**config.mk**
```make
export PLATFORM = sky130hd
export DESIGN_NAME = audio_out_fifo
export DESIGN_NICKNAME = d
export VERILOG_FILES = /design/src/rtl/audio_out_fifo.sv
export SDC_FILE = /design/constraint.sdc
export NUM_CORES = 1
export LEC_CHECK = 0
export CORE_MARGIN = 2
export CORE_UTILIZATION = 40
export CTS_CLUSTER_DIAMETER = 40
export DETAILED_ROUTE_END_ITERATION = 10
export DONT_BUFFER_PORTS = 1
export PLACE_DENSITY_LB_ADDON = 0.12
export SLEW_MARGIN = 20
export SYNTH_ARGS = -nofsm -noshare
export SYNTH_HDL_FRONTEND = slang
export SYNTH_SLANG_ARGS = --single-unit
```
**constraint.sdc**
```tcl
create_clock -name ck -period 11.6 [get_ports ck]
set_input_delay 1.16 -clock ck [delete_from_list [all_inputs] [get_ports ck]]
set_output_delay 1.16 -clock ck [all_outputs]
set_load 0.01 [all_outputs]
```
**src/rtl/audio_out_fifo.sv**
```systemverilog
// Output frame FIFO between the sequencer results port and i2s_tx: stages L/R, commits on done rise,
// releases one frame per I2S frame strobe. Define AUDIO_OUT_HOLD_EN to hold the last samples on underrun.
module audio_out_fifo #(
  parameter int DEPTH = 8,
  parameter int PRIME = 2
) (
  input  logic                     ck,
  input  logic                     rst,
  input  logic [3:0]               out_addr,
  input  logic [15:0]              out_audio,
  input  logic                     out_we,
  input  logic                     done,
  input  logic                     frame_start,
  input  logic                     clr_counts,
  output logic [15:0]              left,
  output logic [15:0]              right,
  output logic [$clog2(DEPTH):0]   level,
  output logic                     empty,
  output logic                     full,
  output logic                     running,
  output logic [7:0]               overflow_count,
  output logic [7:0]               underrun_count
);

  localparam int AW = $clog2(DEPTH);
  localparam int PW = AW + 1;

  typedef enum logic {ST_PRIME, ST_RUN} state_t;

  state_t        state, next_state;
  logic [PW-1:0] wr_ptr, rd_ptr;
  logic [15:0]   stage_l, stage_r;
  logic          done_d, done_armed;
  logic          commit, push, pop, underrun, overflow;
  logic [31:0]   mem [DEPTH];
  logic [31:0]   head;

  assign empty   = (wr_ptr == rd_ptr);
  assign full    = (wr_ptr[AW] != rd_ptr[AW]) && (wr_ptr[AW-1:0] == rd_ptr[AW-1:0]);
  assign level   = wr_ptr - rd_ptr;
  assign running = (state == ST_RUN);
  assign head    = mem[rd_ptr[AW-1:0]];

  // done_armed blocks a commit from a done level that was already high when reset released
  assign commit   = done && !done_d && done_armed;
  assign push     = commit && (!full || pop);
  assign overflow = commit && full && !pop;

  always_ff @(posedge ck or posedge rst) begin
    if (rst) state <= ST_PRIME;
    else     state <= next_state;
  end

  always_comb begin
    next_state = state;
    pop        = 1'b0;
    underrun   = 1'b0;
    case (state)
      ST_PRIME: if (level >= PW'(PRIME)) next_state = ST_RUN;
      ST_RUN: begin
        if (frame_start) begin
          if (empty) begin
            underrun   = 1'b1;
            next_state = ST_PRIME;
          end else begin
            pop = 1'b1;
          end
        end
      end
      default: next_state = ST_PRIME;
    endcase
  end

  always_ff @(posedge ck or posedge rst) begin
    if (rst) begin
      wr_ptr     <= '0;
      rd_ptr     <= '0;
      stage_l    <= '0;
      stage_r    <= '0;
      done_d     <= 1'b0;
      done_armed <= 1'b0;
    end else begin
      done_d     <= done;
      done_armed <= done_armed | !done;
      if (push) wr_ptr <= wr_ptr + 1'b1;
      if (pop)  rd_ptr <= rd_ptr + 1'b1;
      if (out_we && out_addr == 4'd0) stage_l <= out_audio;
      if (out_we && out_addr == 4'd1) stage_r <= out_audio;
    end
  end

  // Push stores the pre-edge staging pair, so a coincident out_we lands in the next frame
  always_ff @(posedge ck) begin
    if (push) mem[wr_ptr[AW-1:0]] <= {stage_r, stage_l};
  end

  always_ff @(posedge ck or posedge rst) begin
    if (rst) begin
      left  <= '0;
      right <= '0;
    end else if (pop) begin
      left  <= head[15:0];
      right <= head[31:16];
    end else if (underrun) begin
`ifdef AUDIO_OUT_HOLD_EN
      left  <= left;
      right <= right;
`else
      left  <= '0;
      right <= '0;
`endif
    end
  end

  always_ff @(posedge ck or posedge rst) begin
    if (rst) begin
      overflow_count <= '0;
      underrun_count <= '0;
    end else if (clr_counts) begin
      overflow_count <= '0;
      underrun_count <= '0;
    end else begin
      if (overflow && overflow_count != 8'hFF) overflow_count <= overflow_count + 8'd1;
      if (underrun && underrun_count != 8'hFF) underrun_count <= underrun_count + 8'd1;
    end
  end

endmodule

```
==> results.json <==
{
  "status": "finished, final reports clean",
  "setup_violations": 0,
  "num_antenna_cells": 0,
  "fin_crit_sh_pct": 34.4,
  "fin_tns_setup_ns": 0,
  "ys_seq_area_share_pct": 73.9,
  "cts_tree": "done",
  "overflow": 0,
  "synth_compound_area_share_pct": 3.96,
  "synthCells": 739,
  "io_pins": 81,
  "cellLeakagePower_nw": 5.69,
  "worst_pin_slew_ns": 1.08,
  "area_growth_pct": 17.8,
  "clockBufferDepth": 3,
  "antenna_found_initial": 0,
  "cts_setup_buffers": 0,
  "finalHoldViolations": 0,
  "core_area_um2": 33400,
  "synth-xor-area-share_pct": 0.844,
  "root_buffer": "clkbuf_16",
  "die_w_um": 188,
  "grt_max_degree": 68,
  "ys.flop_type": "edfxtp_1",
  "finalWirelength_um": 28700,
  "die-area_um2": 35200,
  "drc": 0,
  "synth_adder_area_share_pct": 0.798,
  "syn_nets": 773,
  "critPathCapture": "level[3]",
  "reg2reg_depth": 8,
  "grtUsageTotal_pct": 16.7,
  "htree_levels": 2,
  "vias_per_cell": 5.33,
  "r2r_start": "rd_ptr[2]",
  "grt_first_pass_wirelength_um": 44400,
  "dp_slack_ns": 8.15,
  "maxCapViolCount": 0,
  "synth_top_family_by_area": "multiplexers",
  "gp_congestion": 0.716,
  "fmax_mhz": 251,
  "whs_path_depth": 1,
  "routed-via-count": 6725,
  "grt_pass1_vias": 7309,
  "rows": 67,
  "wl_per_cell_um": 22.8,
  "finClkSkew_ns": 0.0133,
  "drive_above_1_share_pct": 26.0,
  "yosys.cell_types.count": 50,
  "setup_ws_ns": 7.61,
  "crit_start": "rd_ptr[2]",
  "clk_pin_slew_ns": 0.05,
  "yosysWarnings": 0,
  "multi_input_area_um2": 3400,
  "r2r-end": "mem[1][29]",
  "clk_latency_ns": 0.54,
  "seq_area_um2": 9970,
  "cts_resized": 0,
  "drt_pass1_iterations": 5,
  "numCtsBuffers": 49,
  "final_cell_mix": "edfxtp_1 (256), nand2_1 (109), dfrtp_1 (89)",
  "detail_route.iter0.violations": 472,
  "slew_viol_final": 0,
  "synth-simple-area-share_pct": 5.55,
  "end_kind": "output port",
  "power_density_nw_per_um2": 267,
  "synth_area_per_cell_um2": 18.2,
  "synth_edf_count": 256,
  "start_util_pct": 40.4,
  "nFillCells": 2832,
  "antenna_left": 0,
  "hold_path_class": "reg -> reg",
  "final_common_cell": "edfxtp_1",
  "cts_hold_buf": 0,
  "synth_area_um2": 13500,
  "dp_hpwl_um": 16000,
  "rsz0062_at_grt": "no",
  "synth-seq-cells": 347,
  "r2r_setup_slack_ns": 8.28,
  "critPathRequiredTime_ns": 10.44,
  "async_flop_share_pct": 26.2,
  "slew_headroom_pct": 28.0,
  "path_class": "reg -> out",
  "critPathArrivalTime_ns": 2.83,
  "min_period_ns": 3.99,
  "layout.nets": 806,
  "peakVddDrop_mv": 0.153,
  "cts.sinks": 347,
  "cp-start-kind": "register",
  "synth.area.mux_share_pct": 13.6,
  "critPathMaxFanout": 35,
  "die_y_um": 188,
  "io_buffer_count": 0
}
logic make-up (layout without fill, tap and decap cells):
kind of cell / after synthesis / in the layout
flops: 347 / 347
compound gates: 65 / 65
mux: 99 / 99
simple gates: 165 / 165
xor+xnor: 10 / 10
buf+inv: 45 / 119
fa+ha+maj: 8 / 8
state kept, by name (all words and copies together) (netlist names):
register,flops
right,16
left,16
stage_r,16
stage_l,16
underrun_count,8
done_d,1
wr_ptr,4
running,1
done_armed,1
rd_ptr,4
mem,256
overflow_count,8
metrics by stage:
| stage | power, mW | instances | hold WS, ns | instance area [µm²] | util (%) |
|---|---|---|---|---|---|
| after global routing | 4.47 | 1261 | 0.486 | 15900 | 47.6 |
| after detailed placement | 2.71 | 1169 | 0.452 | 14100 | 42.3 |
| after global placement | 2.68 | 1169 | 0.448 | 14100 | 42.3 |
| after floorplan | 2.42 | 739 | 0.426 | 13500 | - |
| final | 4.24 | 1261 | 0.461 | 15900 | 47.6 |
| after CTS | 4.31 | 1261 | 0.464 | 15900 | 47.6 |
critical path: stages (launching register included):
cell	delay (ns)
dfrtp_1	0.36
buf_4	0.29
inv_1	0.10
buf_4	0.44
ha_1	0.38
nor2b_1	0.15
a221oi_1	0.30
xnor2_1	0.25
power breakdown:
part / total [mW] / switching (mW) / internal (mW) / leakage [nW]
Clock: 1.59 / 0.548 / 1.04 / 0.867
Combinational: 0.877 / 0.479 / 0.398 / 1.35
Sequential: 1.78 / 0.209 / 1.57 / 3.47
Total: 4.24 / 1.24 / 3.01 / 5.69
Yosys cell counts (all sizes together), types with 2 or more instances:
| cell | instances | area [µm²] |
|---|---|---|
| a21oi | 11 | 58.8 |
| a22o | 32 | 280 |
| and2 | 2 | 12.5 |
| and3 | 3 | 18.8 |
| and4 | 2 | 17.5 |
| buf | 18 | 83.8 |
| clkbuf | 16 | 60.1 |
| dfrtp | 91 | 2280 |
| edfxtp | 256 | 7690 |
| ha | 7 | 87.6 |
| inv | 11 | 41.3 |
| mux2 | 33 | 372 |
| mux2i | 2 | 20.0 |
| mux4 | 64 | 1440 |
| nand2 | 110 | 413 |
| nand2b | 3 | 18.8 |
| nand3 | 9 | 50.1 |
| nand4 | 2 | 18.8 |
| nor2 | 12 | 45.0 |
| nor2b | 2 | 12.5 |
| nor3 | 6 | 30.0 |
| nor4 | 2 | 18.8 |
| o21ai | 3 | 15.0 |
| o311ai | 3 | 33.8 |
| o31ai | 6 | 58.8 |
| o41ai | 4 | 35.0 |
| or3 | 2 | 12.5 |
| or4 | 7 | 52.6 |
| xnor2 | 5 | 62.6 |
| xor2 | 5 | 51.3 |
cell type report:
class / count / share of cell area [%]
flip-flops and latches: 347 / 62.8
multi-input cells: 347 / 21.4
clock buffers: 58 / 8.26
well taps: 448 / 3.53
clock inverters: 34 / 2.96
repair buffers: 16 / 0.756
inverters: 11 / 0.276
routing by layer:
layer / routed length, µm / share of wire (%) / vias up / global-route usage, %
li1: - / - / 2990 / -
met1: 12500 / 43 / 3544 / 22.0
met2: 14300 / 50 / 156 / 27.9
met3: 1580 / 5.5 / 35 / 4.23
met4: 408 / 1.4 / 0 / 4.36
met5: 0 / 0 / - / 0
worst min path at each step:
stage	startpoint	to	slack [ns]
2_1_floorplan	done_armed	done_armed	0.43
3_3_place_gp	done_armed	done_armed	0.45
3_5_place_dp	done_armed	done_armed	0.45
4_1_cts	done_armed	done_armed	0.46
5_1_grt	done_armed	done_armed	0.49
6_report	done_armed	done_armed	0.46
Note: power is estimated with default switching activity, not from simulation.
